`config.mk`:
```
export PLATFORM = sky130hd
export DESIGN_NAME = hilo_unit_flat
export DESIGN_NICKNAME = d
export VERILOG_FILES = /design/src/rtl/hilo_unit_if.sv /design/src/rtl/hilo_unit.sv /design/src/flat_wrapper.sv
export SDC_FILE = /design/constraint.sdc
export NUM_CORES = 1
export LEC_CHECK = 0
export BUFFER_PORTS_ARGS = -buffer_cell sky130_fd_sc_hd__buf_2
export CAP_MARGIN = 40
export CORE_ASPECT_RATIO = 1.75
export CORE_MARGIN = 8
export CORE_UTILIZATION = 45
export DETAILED_ROUTE_END_ITERATION = 6
export PLACE_DENSITY = 0.93
export SETUP_SLACK_MARGIN = 0.02
export SLEW_MARGIN = 20
export SYNTH_ARGS = -nofsm -noshare
export SYNTH_HDL_FRONTEND = slang
export SYNTH_SLANG_ARGS = --single-unit
```
`constraint.sdc`:
```
create_clock -name clock -period 5.1 [get_ports clock]
set_clock_uncertainty 0.05 [all_clocks]
set_input_delay 0.765 -clock clock [delete_from_list [all_inputs] [get_ports clock]]
set_output_delay 0.765 -clock clock [all_outputs]
set_load 0.1 [all_outputs]
```
`src/rtl/hilo_unit_if.sv`:
```
// Bus bundle between the CPU control/mult-div datapath and the HI/LO register unit.
interface hilo_unit_if #(
   parameter int unsigned WIDTH = 32
);
   logic             start;
   logic             op_sel;
   logic [WIDTH-1:0] mul_hi;
   logic [WIDTH-1:0] mul_lo;
   logic [WIDTH-1:0] div_hi;
   logic [WIDTH-1:0] div_lo;
   logic             mthi_en;
   logic             mtlo_en;
   logic [WIDTH-1:0] wdata;
   logic             rd_sel;
   logic [WIDTH-1:0] rdata;
   logic [WIDTH-1:0] hi;
   logic [WIDTH-1:0] lo;
   logic             busy;
   logic             done;
   logic             wr_conflict;

   modport slave (
      input  start, op_sel, mul_hi, mul_lo, div_hi, div_lo,
      input  mthi_en, mtlo_en, wdata, rd_sel,
      output rdata, hi, lo, busy, done, wr_conflict
   );

   modport master (
      output start, op_sel, mul_hi, mul_lo, div_hi, div_lo,
      output mthi_en, mtlo_en, wdata, rd_sel,
      input  rdata, hi, lo, busy, done, wr_conflict
   );
endinterface

```
`src/rtl/hilo_unit.sv`:
```
// HI/LO register pair: sequences one fixed-latency mult/div op per start, captures the
// result, and serves mthi/mtlo writes and mfhi/mflo reads.
module hilo_unit #(
   parameter int unsigned WIDTH       = 32,
   parameter int unsigned MUL_LATENCY = 2,
   parameter int unsigned DIV_LATENCY = 34
) (
   input  logic       clock,
   input  logic       reset,
   hilo_unit_if.slave bus
);

   typedef enum logic [1:0] {
      IDLE = 2'd0,
      WAIT = 2'd1,
      DONE = 2'd2
   } state_t;

   localparam logic [5:0] MUL_CNT = 6'(MUL_LATENCY - 1);
   localparam logic [5:0] DIV_CNT = 6'(DIV_LATENCY - 1);

   state_t           state_q, state_d;
   logic [5:0]       cnt_q, cnt_d;
   logic             op_q, op_d;
   logic [WIDTH-1:0] hi_q, hi_d;
   logic [WIDTH-1:0] lo_q, lo_d;
   logic             wr_conflict_q, wr_conflict_d;

   always_ff @(posedge clock) begin
      if (reset) begin
         state_q       <= IDLE;
         cnt_q         <= '0;
         op_q          <= 1'b0;
         hi_q          <= '0;
         lo_q          <= '0;
         wr_conflict_q <= 1'b0;
      end else begin
         state_q       <= state_d;
         cnt_q         <= cnt_d;
         op_q          <= op_d;
         hi_q          <= hi_d;
         lo_q          <= lo_d;
         wr_conflict_q <= wr_conflict_d;
      end
   end

   always_comb begin
      state_d       = state_q;
      cnt_d         = cnt_q;
      op_d          = op_q;
      hi_d          = hi_q;
      lo_d          = lo_q;
      wr_conflict_d = 1'b0;
      case (state_q)
         IDLE, DONE: begin
            if (bus.mthi_en) hi_d = bus.wdata;
            if (bus.mtlo_en) lo_d = bus.wdata;
            if (bus.start) begin
               state_d = WAIT;
               op_d    = bus.op_sel;
               cnt_d   = bus.op_sel ? DIV_CNT : MUL_CNT;
            end else begin
               state_d = IDLE;
            end
         end
         WAIT: begin
            // Register writes are dropped while an op is in flight; flag it next cycle.
            wr_conflict_d = bus.mthi_en | bus.mtlo_en;
            if (cnt_q != 6'd0) begin
               cnt_d = cnt_q - 6'd1;
            end else begin
               hi_d    = op_q ? bus.div_hi : bus.mul_hi;
               lo_d    = op_q ? bus.div_lo : bus.mul_lo;
               cnt_d   = '0;
               state_d = DONE;
            end
         end
         default: begin
            state_d = IDLE;
            cnt_d   = '0;
         end
      endcase
   end

   assign bus.hi          = hi_q;
   assign bus.lo          = lo_q;
   assign bus.rdata       = bus.rd_sel ? lo_q : hi_q;
   assign bus.busy        = (state_q == WAIT);
   assign bus.done        = (state_q == DONE);
   assign bus.wr_conflict = wr_conflict_q;

endmodule

```
`src/flat_wrapper.sv`:
```
// flat-port wrapper written by rule: the top's interface ports become plain ports
module hilo_unit_flat 
#(
   parameter int unsigned WIDTH       = 32,
   parameter int unsigned MUL_LATENCY = 2,
   parameter int unsigned DIV_LATENCY = 34
)
  (clock, reset, bus_start, bus_op_sel, bus_mul_hi, bus_mul_lo, bus_div_hi, bus_div_lo, bus_mthi_en, bus_mtlo_en, bus_wdata, bus_rd_sel, bus_rdata, bus_hi, bus_lo, bus_busy, bus_done, bus_wr_conflict);
  hilo_unit_if #(.WIDTH(WIDTH)) bus_i ();
  input  logic clock;
  input  logic reset;
  input wire logic [$bits(bus_i.start)-1:0] bus_start;
  input wire logic [$bits(bus_i.op_sel)-1:0] bus_op_sel;
  input wire logic [$bits(bus_i.mul_hi)-1:0] bus_mul_hi;
  input wire logic [$bits(bus_i.mul_lo)-1:0] bus_mul_lo;
  input wire logic [$bits(bus_i.div_hi)-1:0] bus_div_hi;
  input wire logic [$bits(bus_i.div_lo)-1:0] bus_div_lo;
  input wire logic [$bits(bus_i.mthi_en)-1:0] bus_mthi_en;
  input wire logic [$bits(bus_i.mtlo_en)-1:0] bus_mtlo_en;
  input wire logic [$bits(bus_i.wdata)-1:0] bus_wdata;
  input wire logic [$bits(bus_i.rd_sel)-1:0] bus_rd_sel;
  output wire logic [$bits(bus_i.rdata)-1:0] bus_rdata;
  output wire logic [$bits(bus_i.hi)-1:0] bus_hi;
  output wire logic [$bits(bus_i.lo)-1:0] bus_lo;
  output wire logic [$bits(bus_i.busy)-1:0] bus_busy;
  output wire logic [$bits(bus_i.done)-1:0] bus_done;
  output wire logic [$bits(bus_i.wr_conflict)-1:0] bus_wr_conflict;
  assign bus_i.start = bus_start;
  assign bus_i.op_sel = bus_op_sel;
  assign bus_i.mul_hi = bus_mul_hi;
  assign bus_i.mul_lo = bus_mul_lo;
  assign bus_i.div_hi = bus_div_hi;
  assign bus_i.div_lo = bus_div_lo;
  assign bus_i.mthi_en = bus_mthi_en;
  assign bus_i.mtlo_en = bus_mtlo_en;
  assign bus_i.wdata = bus_wdata;
  assign bus_i.rd_sel = bus_rd_sel;
  assign bus_rdata = bus_i.rdata;
  assign bus_hi = bus_i.hi;
  assign bus_lo = bus_i.lo;
  assign bus_busy = bus_i.busy;
  assign bus_done = bus_i.done;
  assign bus_wr_conflict = bus_i.wr_conflict;
  hilo_unit #(.WIDTH(WIDTH), .MUL_LATENCY(MUL_LATENCY), .DIV_LATENCY(DIV_LATENCY)) u_core (.clock(clock), .reset(reset), .bus(bus_i));
endmodule
```
======== Word-level counts from Yosys, hierarchy flattened ========
Index checks and enable logic that the tools add are counted.
cells by class
  $add $sub $neg .......................... 1
  equal/unequal tests ..................... 6
  muxes and demuxes ....................... 16
  bitwise gates (word level) .............. 2
  reductions and logical operators ........ 8
operator list
  operator                                              number
  2-to-1 mux 32 bit                                     7
  case mux 32 bit (2 select lines)                      2
  2-to-1 mux 6 bit                                      3
  case mux 6 bit (2 select lines)                       1
  inequality test 2 bit (second input constant)         4
  AND reduction 3 bit                                   2
  nonzero test 6 bit                                    1
  subtractor 6 x 1 -> 6 bit (second input constant)     1
  case mux 2 bit (2 select lines)                       1
  OR reduction 2 bit                                    2
  equality test 2 x 1 -> 1 bit (second input constant)  1
  equality test 2 bit (second input constant)           1
  zero test 2 bit                                       1
  2-to-1 mux 2 bit                                      1
  AND reduction 2 bit                                   1
  nonzero test 2 bit                                    1
  2-to-1 mux 1 bit                                      1
  NOT 1 bit                                             1
  bitwise OR 1 bit                                      1
storage, ports and cells
  register bits after elaboration ......... 74
  bits of input ports ..................... 167
  output and inout bits ................... 99
  word-level logic and storage cells ...... 39

======== Logic depth before layout (Yosys ltp) ========
Gate-level depths: netlist (run 1).
  depth in word-level cells ............... 4
  mapped depth ............................ 8

======== Worst setup path after synthesis (run 1) ========
No wires, ideal clock.
  path type ............................... input to output
  start point ............................. input port bus_rd_sel
  end point ............................... output port bus_rdata[10]
  data arrival time ....................... 1874 ps
  required time ........................... 4285 ps
  slack ................................... 2411 ps
  stages .................................. 3
  buffers on the path ..................... 2
  path through ............................ clkbuf_1 buf_1 mux2_2
between the ends
  cells in the longest elaborated chain, start to end .. 1
RTL lines
  what                RTL line            text
  start: declaration  flat_wrapper.sv:21  input wire logic [$bits(bus_i.rd_sel)-1:0] bus_rd_sel;
  2-to-1 mux 32 bit   hilo_unit.sv:87     assign bus.rdata = bus.rd_sel ? lo_q : hi_q;
  end: declaration    flat_wrapper.sv:22  output wire logic [$bits(bus_i.rdata)-1:0] bus_rdata;
No other way between the ends.

======== Worst setup path in the final report (run 1) ========
  start point ............................. input port bus_rd_sel
  end point ............................... output port bus_rdata[20]
The elaborated chain is that of the path after synthesis.

==> results.rst, run 1 <==
.. list-table::
   :header-rows: 1

   * - Metric
     - Value
   * - Die Width
     - 86.0 microns
   * - Pin count of the biggest net entering global routing
     - 66
   * - Required time at the endpoint of the critical path
     - 4.28 ns
   * - Routed wire length per instance
     - 20.3 microns
   * - Starting Density
     - 0.464
   * - Clock tree from TritonCTS
     - built
   * - Wire length of the first global-routing pass
     - 23,200 microns
   * - Delay-heaviest family, CP
     - buffers and inverters
   * - Final critical path time including I/O delays and setup
     - 2.96 ns
   * - Number of instances in the synthesized netlist
     - 384
   * - Most common library cell in the layout ignoring fill and taps
     - sky130_fd_sc_hd__buf_2
   * - Area of the die
     - 11,900 sq um
   * - Crit-path cells
     - buf_2 > mux2_2 > buf_2
   * - Overall routing resource usage
     - 0.246
   * - Post-Place Setup Slack
     - 2.14 ns
   * - Number of vias per cell after detailed routing
     - 5.63
   * - Arr. time, crit path
     - 2.15 ns
   * - Vias post-DR
     - 4,259
   * - YS warnings
     - 0
   * - H-tree Lvls
     - 3
   * - Number of violations of the max-capacitance limit
     - 0
   * - TritonCTS sink count
     - 74
   * - CTS buffer count
     - 9
   * - Layout net count
     - 804
   * - Clock Pin Slew Worst Setup and Hold Paths
     - 0.05 ns
   * - Area growth from synthesis to final layout
     - 45.7%
   * - Crit path kind
     - in2out
   * - CP Buf/Inv Count
     - 2
   * - Global placement routability congestion
     - 0.839
   * - # DRC
     - 0
   * - Via count of the first global-routing pass
     - 4,580
   * - Fraction of layout cells with a size suffix above 1
     - 0.509
   * - Io pins
     - 266
   * - F_max
     - 337 MHz
   * - Fraction of the cycle the final worst path needs
     - 0.581
   * - Cell with the largest stage delay on the worst path
     - sky130_fd_sc_hd__buf_2
   * - Overflow left after global routing
     - 0
   * - Placeable Area
     - 8310 sq um
   * - Number of iterations in the first detailed-routing pass
     - 5
   * - Worst skew pair latency
     - 0.33 ns
   * - Final Hold Vio Count
     - 0
   * - Post-Synthesis Mean Instance Area
     - 10.0 sq um
   * - Commonest cells after routing, fill and taps aside
     - 265 x sky130_fd_sc_hd__buf_2, 73 x sky130_fd_sc_hd__nor2_1, 73 x sky130_fd_sc_hd__dfxtp_1
   * - Count of different cell masters after synthesis
     - 30
   * - Peak ir drop on the vdd network
     - 0.266 mV
   * - Clock root buffer master
     - sky130_fd_sc_hd__clkbuf_16
   * - Post-CTS sizing
     - 0
   * - Number of flip-flops and latches in the synthesized netlist
     - 74
   * - Unrepaired setup endpoints after global routing
     - no
   * - Die Span Y
     - 138 microns
   * - Post-synthesis instance area
     - 3860 sq um
   * - Critical path's largest stage delay
     - 0.64 ns
   * - Number of antenna violations at the first check in global routing
     - 1
   * - Power per unit of standard cell area
     - 443 nW/um^2
   * - Final worst slack
     - 2.14 ns
   * - Port buffer count
     - 265
   * - Cell leakage power
     - 2.77 nW
   * - Wire length reported by the detailed router
     - 15,300 microns
   * - Synthesized netlist net count
     - 553
   * - Setup-violating endpoint count in the final report
     - 0
   * - Max Slew Vio Count
     - 0
   * - Clock Path Buffers
     - 2
   * - Largest fanout of any net on the critical path
     - 32
   * - Path class of the lowest-slack min-delay path
     - reg2reg
   * - Antenna Violating Nets Remaining
     - 0
   * - Sum Neg Setup Slack
     - 0 ns
   * - Critical Path Start Type
     - input port
   * - Category of the worst setup path capture point
     - primary output
   * - Sum of net half-perimeters after detailed placement
     - 12,000 microns
   * - Run status
     - complete, no violations
   * - Most frequent cell on the critical path
     - sky130_fd_sc_hd__buf_2
   * - Post-CTS setup buffers
     - 0
   * - Number of hold-repair buffers added at the cts stage
     - 0
   * - Tightest Pin Transition
     - 0.930 ns
   * - Site row count
     - 44
   * - Max_slew headroom
     - 0.380
   * - Drt first-iter violations
     - 280
   * - Sequential element share of the synthesized area
     - 0.384
## routing by layer
layer | GRT usage | part of all wire
met4 | 0.138 | 0.030
met3 | 0.0605 | 0.070
met2 | 0.451 | 0.54
met5 | 0 | 0
met1 | 0.238 | 0.36
## area by class of cell
type                       count  area (sq um)
sequential                    74          1490
clock buffer                  12           267
fill                         598          2690
tap                          115           144
inverter                       5          18.8
multi-input combinational    274          2250
antenna                        1          2.50
timing repair buffer         271          1380
clock inverter                 4          72.6
## flip-flops by register name, indices dropped and copies added, names as in the netlist
signal	count
u_core.bus.wr_conflict	1
u_core.bus.lo	32
u_core.cnt_q	6
u_core.state_q	2
u_core.op_q	1
u_core.bus.hi	32
## path summary, 6_finish.rpt
check / startpoint / end / slack [ns] / depth (start not counted)
worst max-delay path: bus_rd_sel / bus_rdata[20] / 2.14 / 3
worst max register to register: u_core.cnt_q[0] / u_core.bus.lo[26] / 2.71 / 7
worst min register to register: u_core.bus.hi[0] / u_core.bus.hi[0] / 0.46 / 1
worst min-delay path: u_core.bus.hi[0] / u_core.bus.hi[0] / 0.46 / 1
## power breakdown
group,leakage [nW],switching (mW),internal (mW)
Sequential,0.611,0.0645,0.643
Clock,0.165,0.234,0.467
Combinational,1.99,0.851,0.229
Total,2.77,1.15,1.34
## synth_stat cells
library cell | instances | area [sq um]
sky130_fd_sc_hd__dfxtp_1 | 74 | 1480
sky130_fd_sc_hd__nor2_1 | 73 | 274
sky130_fd_sc_hd__mux2i_1 | 66 | 661
sky130_fd_sc_hd__a221o_1 | 64 | 641
sky130_fd_sc_hd__mux2_2 | 32 | 360
sky130_fd_sc_hd__clkbuf_1 | 17 | 63.8
sky130_fd_sc_hd__buf_1 | 7 | 26.3
sky130_fd_sc_hd__buf_6 | 6 | 67.6
sky130_fd_sc_hd__nand2_1 | 6 | 22.5
sky130_fd_sc_hd__a21oi_1 | 5 | 25.0
sky130_fd_sc_hd__inv_1 | 5 | 18.8
sky130_fd_sc_hd__nand2b_1 | 3 | 18.8
sky130_fd_sc_hd__a221oi_1 | 2 | 17.5
sky130_fd_sc_hd__a2bb2oi_1 | 2 | 17.5
sky130_fd_sc_hd__ha_1 | 2 | 25.0
sky130_fd_sc_hd__nand3_1 | 2 | 10.0
sky130_fd_sc_hd__nor2b_1 | 2 | 12.5
sky130_fd_sc_hd__nor3_1 | 2 | 10.0
sky130_fd_sc_hd__nor3b_1 | 2 | 15.0
sky130_fd_sc_hd__o21ai_0 | 2 | 10.0
sky130_fd_sc_hd__a211oi_1 | 1 | 7.51
sky130_fd_sc_hd__a31oi_1 | 1 | 6.26
sky130_fd_sc_hd__buf_2 | 1 | 5.00
sky130_fd_sc_hd__nand3b_1 | 1 | 7.51
sky130_fd_sc_hd__o311ai_0 | 1 | 8.76
sky130_fd_sc_hd__o31ai_1 | 1 | 7.51
sky130_fd_sc_hd__o32ai_1 | 1 | 8.76
sky130_fd_sc_hd__or3_1 | 1 | 6.26
sky130_fd_sc_hd__or3_4 | 1 | 11.3
sky130_fd_sc_hd__or4_4 | 1 | 11.3
## logic make-up (layout without fill, tap and decap cells)
kind of cell             count (synthesis)  count (layout)  share of synthesized area
multiplexers                            98              98                      0.265
AND/OR/NAND/NOR                         94              94                      0.103
AO/OA/AOI/OAI                           80              80                      0.194
flip-flops                              74              74                      0.384
buffers and inverters                   36             292                     0.0470
adder cells (fa/ha/maj)                  2               2                    0.00649
other                                    0               1                          0
## per-stage QoR
step	hold WS, ns	instance area [sq um]	power, mW	util	std cells
4_1_cts	0.462	5620	2.50	0.676	755
2_1_floorplan	0.425	3860	1.57	-	384
3_3_place_gp	0.438	5240	1.77	0.631	737
5_1_grt	0.477	5620	2.56	0.676	756
3_5_place_dp	0.445	5280	1.80	0.635	739
6_report	0.464	5620	2.49	0.676	756
Note: power is estimated with default switching activity, not from simulation.
==> run 2, diff against run 1 <==
--- a/config.mk
+++ b/config.mk
@@ -5,13 +5,14 @@
 export SDC_FILE = /design/constraint.sdc
 export NUM_CORES = 1
 export LEC_CHECK = 0
+export ABC_AREA = 1
 export BUFFER_PORTS_ARGS = -buffer_cell sky130_fd_sc_hd__buf_2
 export CAP_MARGIN = 40
 export CORE_ASPECT_RATIO = 1.75
 export CORE_MARGIN = 8
-export CORE_UTILIZATION = 45
+export CORE_UTILIZATION = 43
 export DETAILED_ROUTE_END_ITERATION = 6
-export PLACE_DENSITY = 0.93
+export PLACE_DENSITY = 0.88
 export SETUP_SLACK_MARGIN = 0.02
 export SLEW_MARGIN = 20
 export SYNTH_ARGS = -nofsm -noshare
==> constraint.sdc (replaced) <==
create_clock -name clock -period 2.8 [get_ports clock]
set_clock_uncertainty 0.05 [all_clocks]
set_input_delay 0.42 -clock clock [delete_from_list [all_inputs] [get_ports clock]]
set_output_delay 0.42 -clock clock [all_outputs]
set_load 0.1 [all_outputs]
==> run 2 against run 1 <==
Synthesized area grew 8.0%. Final cell count up 31%. Sequential power is 88% higher. Sequential share of layout area fell by 1.2 points. First-iteration DRC count up 16%. Non-clock buffer count increased by 3. Sequential cell count unchanged. Critical path depth grew 1. Final area is 4.7% higher. Largest cell class unchanged.
==> results.rst, run 2 <==
.. list-table::
   :header-rows: 1

   * - Metric
     - Value
   * - Sequential element share of the synthesized area
     - 0.355 (-0.0286)
   * - Path class of the lowest-slack min-delay path
     - in2reg
   * - Final antenna diode count
     - 0 (-1)
   * - Overflow left after global routing
     - 0 (unchanged)
   * - Area growth from synthesis to final layout
     - 41.2%
   * - Via count of the first global-routing pass
     - 5,208 (+14%)
   * - Wire length of the first global-routing pass
     - 26,200 microns (+13%)
   * - Worst R2R Setup Slack
     - 0.46 ns (-2.25 ns)
   * - TritonCTS sink count
     - 74 (unchanged)
   * - Run status
     - complete, no violations
   * - Vias post-DR
     - 5,175 (+22%)
   * - Crit-path cells
     - inv_2 > nor2_4 > buf_4 > buf_12
   * - F_max
     - 424 MHz
   * - Sum Neg Setup Slack
     - 0 ns (unchanged)
   * - Clock Path Buffers
     - 2 (unchanged)
   * - Sum of net half-perimeters after detailed placement
     - 12,700 microns (+5.7%)
   * - H-tree Lvls
     - 3 (unchanged)
   * - Commonest cells after routing, fill and taps aside
     - 264 x sky130_fd_sc_hd__buf_2, 160 x sky130_fd_sc_hd__o21ai_0, 156 x sky130_fd_sc_hd__nor2_1
   * - Min-Delay Startpoint
     - reset
   * - Final critical path time including I/O delays and setup
     - 2.36 ns
   * - Clock Pin Slew Worst Setup and Hold Paths
     - 0.05 ns (about the same)
   * - Routing layer with the top usage in global route
     - met2
   * - Most common library cell in the layout ignoring fill and taps
     - sky130_fd_sc_hd__buf_2
   * - Synthesized netlist net count
     - 792 (+43%)
   * - Synth Flop Type
     - sky130_fd_sc_hd__dfxtp_1
   * - Routed wire length per instance
     - 17.1 microns (-16%)
   * - FILL cells
     - 902 (+51%)
   * - Delay-heaviest family, CP
     - buffers and inverters
   * - Number of vias per cell after detailed routing
     - 5.23 (-7.1%)
   * - Critical Path Start Type
     - register
   * - Portion of synthesized cell area occupied by the leading cell type
     - 0.355 (-0.0286)
   * - Final Hold Vio Count
     - 0 (unchanged)
   * - Category of the worst setup path capture point
     - primary output
   * - Power per unit of standard cell area
     - 840 nW/um^2 (+90%)
   * - Cell with the largest stage delay on the worst path
     - sky130_fd_sc_hd__buf_4
   * - Worst skew pair latency
     - 0.32 ns (about the same)
   * - Crit path kind
     - reg2out
   * - Max_slew headroom
     - 0.524 (+0.144)
   * - Overall routing resource usage
     - 0.244 (-0.00170)
   * - Post-CTS sizing
     - 0 (unchanged)
   * - Number of hold-repair buffers added at the cts stage
     - 0 (unchanged)
   * - Setup-violating endpoint count in the final report
     - 0 (unchanged)
   * - Site row count
     - 47 (+6.8%)
   * - Number of antenna violations at the first check in global routing
     - 0 (-1)
   * - Port buffer count
     - 265 (unchanged)
   * - Most frequent cells after synthesis
     - 160 x sky130_fd_sc_hd__o21ai_0, 156 x sky130_fd_sc_hd__nor2_1, 74 x sky130_fd_sc_hd__dfxtp_1
   * - Pin count of the biggest net entering global routing
     - 71 (+7.6%)
   * - Critical path's largest stage delay
     - 0.53 ns (-0.11 ns)
   * - Area of the die
     - 13,200 sq um (+11%)
   * - Layout net count
     - 1,031 (+28%)
   * - Post-Synthesis Mean Instance Area
     - 6.69 sq um (-33%)
   * - # DRC
     - 0 (unchanged)
   * - Clock tree from TritonCTS
     - built
   * - Unrepaired setup endpoints after global routing
     - no
   * - CP Buf/Inv Count
     - 3 (+1)
   * - Launching point of the worst reg2reg path
     - u_core.state_q[0]
   * - YS warnings
     - 0 (unchanged)
   * - Synth area leaders
     - sky130_fd_sc_hd__dfxtp_1 36%, sky130_fd_sc_hd__o21ai_0 19%, sky130_fd_sc_hd__nor2_1 14%
   * - Starting Density
     - 0.440 (-0.0238)
   * - Global routing usage on met1
     - 0.262 (+0.0240)
   * - Post-CTS setup buffers
     - 0 (unchanged)
   * - Number of iterations in the first detailed-routing pass
     - 5 (unchanged)
   * - Fraction of layout cells with a size suffix above 1
     - 0.378 (-0.131)
   * - Met3 layer usage reported by global route
     - 0.0560 (-0.00458)
   * - Number of synthesized flops with an enable pin
     - 0 (unchanged)
   * - Cell leakage power
     - 3.03 nW (+9.4%)
   * - Fraction of registers with async set/reset
     - 0 (unchanged)
   * - Register cell area after layout
     - 1480 sq um (-0.17%)
   * - Largest area contributor in the synthesized netlist
     - sky130_fd_sc_hd__dfxtp_1
   * - Number of instances in the synthesized netlist
     - 623 (+62%)
   * - Number of flip-flops and latches in the synthesized netlist
     - 74 (unchanged)
   * - Max Slew Vio Count
     - 0 (unchanged)
   * - Fraction of the cycle the final worst path needs
     - 0.843
   * - Tightest Pin Transition
     - 0.713 ns (-0.216 ns)
   * - Most numerous cell in the Yosys netlist
     - sky130_fd_sc_hd__o21ai_0
   * - Placeable Area
     - 9470 sq um (+14%)
   * - CTS buffer count
     - 9 (unchanged)
   * - Peak ir drop on the vdd network
     - 0.564 mV (+110%)
   * - Final core utilization
     - 0.622 (-0.0544)
   * - Post-Route Hold Slack
     - 0.298 ns (-0.166 ns)
   * - Min-Delay Path Depth
     - 2 (+1)
   * - Pwr Total
     - 4.94 mW (+99%)
   * - Reg2Reg Capture Point
     - u_core.bus.lo[20]
   * - Wire length reported by the detailed router
     - 16,900 microns (+10%)
   * - Arr. time, crit path
     - 1.89 ns (-0.26 ns)
   * - Antenna Violating Nets Remaining
     - 0 (unchanged)
   * - Fraction of met2 tracks used by global routing
     - 0.445 (-0.00643)
   * - Drt first-iter violations
     - 325 (+16%)
   * - Clock root buffer master
     - sky130_fd_sc_hd__clkbuf_16
   * - Destination of the worst hold path
     - u_core.state_q[0]
   * - Area of the multi-input gates
     - 2430 sq um (+8.3%)
   * - Largest fanout of any net on the critical path
     - 70 (+120%)
   * - Global placement routability congestion
     - 0.945 (+13%)
   * - Io pins
     - 266 (unchanged)
   * - Die Width
     - 90.4 microns (+5.2%)
   * - Die Span Y
     - 146 microns (+5.6%)
   * - Count of different cell masters after synthesis
     - 22 (-27%)
   * - Required time at the endpoint of the critical path
     - 2.33 ns (-1.95 ns)
   * - Count of cells along the worst register-to-register path
     - 7 (unchanged)
   * - Post-synthesis instance area
     - 4170 sq um (+8.0%)
   * - Number of violations of the max-capacitance limit
     - 0 (unchanged)
## run 2: worst max path at each step
stage	from	slack, ns	end	cells after the start
CTS	u_core.state_q[0]	0.47	u_core.bus.lo[20]	7
global placement	u_core.state_q[0]	0.58	u_core.bus.lo[25]	7
detailed placement	u_core.state_q[0]	0.46	u_core.bus.lo[20]	7
global route	u_core.state_q[0]	0.28	u_core.bus.lo[14]	7
floorplan	u_core.state_q[0]	0.58	u_core.bus.hi[23]	6
finish	u_core.state_q[0]	0.44	bus_busy	4
## run 2: metal layers
metal,up-vias,part of all wire
met1,2316,0.39
li1,2565,-
met3,32,0.068
met4,0,0.023
met5,-,0
met2,262,0.52
## run 2: layout make-up
type / count / area share
clock inverters: 2 / 0.00170
flip-flops and latches: 74 / 0.252
well taps: 122 / 0.0259
repair buffers: 274 / 0.247
inverters: 21 / 0.0134
clock buffers: 14 / 0.0466
multi-input cells: 482 / 0.413
## run 2: worst register-to-register path: cells and delay by family (launching register included)
family | cells | cell delay (ns)
buffers and inverters | 3 | 0.72
flip-flops | 1 | 0.50
AND/OR/NAND/NOR | 3 | 0.38
AO/OA/AOI/OAI | 1 | 0.59
## run 2: per-stage QoR
| stage | area, sq um | setup WS (ns) | cells |
|---|---|---|---|
| 6_report | 5880 | 0.439 | 989 |
| 5_1_grt | 5880 | 0.281 | 989 |
| 4_1_cts | 5880 | 0.469 | 989 |
| 3_5_place_dp | 5600 | 0.463 | 973 |
| 3_3_place_gp | 5590 | 0.580 | 972 |
| 2_1_floorplan | 4170 | 0.577 | 623 |
## run 2: kinds of logic after synthesis
kind of cell | count (synthesis) | synth area share
simple gates | 231 | 0.213
compound gates | 216 | 0.274
buf+inv | 67 | 0.0627
xor+xnor | 1 | 0.00210
fa+ha+maj | 2 | 0.00600
mux | 32 | 0.0865
flops | 74 | 0.355
## run 2: power by group
group	internal, mW	leakage (nW)	switching, mW
Combinational	0.480	2.27	2.07
Clock	0.670	0.143	0.404
Sequential	1.20	0.614	0.125
Total	2.35	3.03	2.59
==> run 3, diff against run 2 <==
--- a/config.mk
+++ b/config.mk
@@ -5,14 +5,14 @@
 export SDC_FILE = /design/constraint.sdc
 export NUM_CORES = 1
 export LEC_CHECK = 0
-export ABC_AREA = 1
+export ABC_AREA = 0
 export BUFFER_PORTS_ARGS = -buffer_cell sky130_fd_sc_hd__buf_2
 export CAP_MARGIN = 40
 export CORE_ASPECT_RATIO = 1.75
 export CORE_MARGIN = 8
-export CORE_UTILIZATION = 43
+export CORE_UTILIZATION = 38
 export DETAILED_ROUTE_END_ITERATION = 6
-export PLACE_DENSITY = 0.88
+export PLACE_DENSITY = 0.85
 export SETUP_SLACK_MARGIN = 0.02
 export SLEW_MARGIN = 20
 export SYNTH_ARGS = -nofsm -noshare
==> constraint.sdc (replaced) <==
create_clock -name clock -period 1.9 [get_ports clock]
set_clock_uncertainty 0.05 [all_clocks]
set_input_delay 0.285 -clock clock [delete_from_list [all_inputs] [get_ports clock]]
set_output_delay 0.285 -clock clock [all_outputs]
set_load 0.1 [all_outputs]
==> run 3 against run 2 <==
Setup slack got worse by 0.42 ns. Die area increased by 4.0%. Clock-buffer cell count decreased by 4. Final cell count decreased by 21%. Clock power increased by 42%. Largest cell class unchanged.
==> results.rst, run 3 (synthesis results as in run 1) <==
.. list-table::
   :header-rows: 1

   * - Metric
     - Value
   * - TritonCTS sink count
     - 74 (unchanged)
   * - Final critical path time including I/O delays and setup
     - 1.88 ns
   * - Number of antenna violations at the first check in global routing
     - 1 (+1)
   * - Crit path kind
     - reg2reg
   * - # DRC
     - 0 (unchanged)
   * - F_max
     - 533 MHz
   * - Area of placed instances
     - 5960 sq um (+6.5%)
   * - Wire length reported by the detailed router
     - 16,000 microns (-4.9%)
   * - Most common library cell in the layout ignoring fill and taps
     - sky130_fd_sc_hd__buf_2
   * - Layout net count
     - 821 (-20%)
   * - Drt first-iter violations
     - 190 (-42%)
   * - Clock Path Buffers
     - 2 (unchanged)
   * - Setup-violating endpoint count in the final report
     - 0 (unchanged)
   * - FILL cells
     - 729 (-19%)
   * - Arr. time, crit path
     - 2.03 ns (+0.14 ns)
   * - Number of iterations in the first detailed-routing pass
     - 5 (unchanged)
   * - Final worst slack
     - 0.0229 ns (-0.416 ns)
   * - Peak ir drop on the vdd network
     - 0.582 mV (+3.1%)
   * - Global placement routability congestion
     - 0.854 (-9.6%)
   * - Area of the die
     - 13,800 sq um (+4.0%)
   * - Number of violations of the max-capacitance limit
     - 0 (unchanged)
   * - Power per unit of standard cell area
     - 1060 nW/um^2 (+26%)
   * - Overall routing resource usage
     - 0.214 (-0.0302)
   * - Category of the worst setup path capture point
     - register
   * - Max Slew Vio Count
     - 0 (unchanged)
   * - Starting Density
     - 0.392 (-0.0486)
   * - Pin count of the biggest net entering global routing
     - 54 (-24%)
   * - Sum of net half-perimeters after detailed placement
     - 12,500 microns (-1.2%)
   * - Wire length of the first global-routing pass
     - 23,800 microns (-9.0%)
   * - Clock Pin Slew Worst Setup and Hold Paths
     - 0.06 ns (about the same)
   * - Final Hold Vio Count
     - 0 (unchanged)
   * - Site row count
     - 48 (+2.1%)
   * - H-tree Lvls
     - 3 (unchanged)
   * - Antenna Violating Nets Remaining
     - 0 (unchanged)
   * - Io pins
     - 266 (unchanged)
   * - Post-Place Setup Slack
     - 0.00442 ns (-0.458 ns)
   * - Number of hold-repair buffers added at the cts stage
     - 0 (unchanged)
   * - Die Width
     - 92.2 microns (+1.9%)
   * - Post-Layout Inst Area
     - 6420 sq um (+9.1%)
   * - Run status
     - complete, no violations
   * - Vias post-DR
     - 4,283 (-17%)
   * - Area of the multi-input gates
     - 2290 sq um (-5.9%)
   * - Required time at the endpoint of the critical path
     - 2.05 ns (-0.28 ns)
   * - Tightest Pin Transition
     - 0.539 ns (-0.175 ns)
   * - Die Span Y
     - 149 microns (+2.1%)
   * - Unrepaired setup endpoints after global routing
     - yes
   * - Clock root buffer master
     - sky130_fd_sc_hd__clkbuf_16
   * - Max_slew headroom
     - 0.641 (+0.117)
   * - Critical Path Start Type
     - register
   * - Commonest cells after routing, fill and taps aside
     - 233 x sky130_fd_sc_hd__buf_2, 70 x sky130_fd_sc_hd__nor2_1, 66 x sky130_fd_sc_hd__mux2i_1
   * - Fraction of layout cells with a size suffix above 1
     - 0.607 (+0.229)
   * - Routed wire length per instance
     - 20.5 microns (+20%)
   * - Overflow left after global routing
     - 0 (unchanged)
   * - Number of vias per cell after detailed routing
     - 5.48 (+4.7%)
   * - Final antenna diode count
     - 0 (unchanged)
   * - Register cell area after layout
     - 1550 sq um (+4.5%)
   * - Via count of the first global-routing pass
     - 4,586 (-12%)
   * - Cell leakage power
     - 2.99 nW (-1.2%)
   * - Port buffer count
     - 265 (unchanged)
   * - Worst skew pair latency
     - 0.32 ns (about the same)
   * - Clock tree from TritonCTS
     - built
   * - CTS buffer count
     - 9 (unchanged)
   * - Area growth from synthesis to final layout
     - 66.4%
   * - Placeable Area
     - 9850 sq um (+4.0%)
   * - Path class of the lowest-slack min-delay path
     - in2reg
   * - Fraction of the cycle the final worst path needs
     - 0.988
   * - Largest fanout of any net on the critical path
     - 10 (-86%)
==> run 3: path summary, 6_finish.rpt <==
kind | slack [ns] | from | endpoint | cells after the start
max | 0.02 | u_core.cnt_q[3] | u_core.bus.lo[9] | 7
min reg2reg | 0.44 | u_core.bus.lo[31] | u_core.bus.lo[31] | 1
max reg2reg | 0.02 | u_core.cnt_q[3] | u_core.bus.lo[9] | 7
min | 0.15 | bus_wdata[23] | u_core.bus.lo[23] | 2
==> run 3: metal layers <==
metal | vias up | part of all wire | global-route usage | wire length, microns
met2 | 206 | 0.55 | 0.395 | 8900
met3 | 33 | 0.074 | 0.0691 | 1190
met4 | 2 | 0.026 | 0.0916 | 413
li1 | 2011 | - | - | -
met5 | - | 0.00081 | 0 | 13
met1 | 2031 | 0.34 | 0.211 | 5530
==> run 3: timing repair <==
item	CTS	global route
buffers inserted	0	3
cloned	0	4
endpoints found under the setup margin	29	64
resized for setup	3	24
pin swaps	0	16
==> run 3: per-stage QoR <==
stage | power, mW | setup TNS [ns] | util | instances | hold WS [ns]
4_1_cts | 6.74 | 0 | 0.634 | 775 | 0.132
6_report | 6.81 | 0 | 0.652 | 782 | 0.148
3_3_place_gp | 5.16 | 0 | 0.605 | 758 | 0.415
3_5_place_dp | 5.22 | 0 | 0.605 | 759 | 0.424
2_1_floorplan | 4.29 | -1.25 | - | 384 | 0.373
5_1_grt | 7.05 | -0.0265 | 0.652 | 782 | 0.132
==> run 3: layout make-up <==
cell class,instances,share of cell area
Inverter,5,0.00351
Clock inverter,6,0.00663
Timing Repair Buffer,288,0.332
Sequential cell,74,0.241
Multi-Input combinational cell,274,0.357
Clock buffer,10,0.0357
Tap cell,125,0.0244
==> run 3: critical path, cell delays in order (launching register included) <==
cell	delay, ns
sky130_fd_sc_hd__dfxtp_4	0.36
sky130_fd_sc_hd__or3_4	0.42
sky130_fd_sc_hd__nor2_4	0.10
sky130_fd_sc_hd__buf_6	0.12
sky130_fd_sc_hd__a221oi_4	0.07
sky130_fd_sc_hd__buf_6	0.15
sky130_fd_sc_hd__buf_8	0.14
sky130_fd_sc_hd__a221o_1	0.34
==> run 3: power by group <==
group	switching [mW]	leakage, nW	total [mW]	internal [mW]
clock	0.631	0.129	1.52	0.885
combinational	2.39	2.23	3.38	0.987
sequential	0.161	0.628	1.91	1.75
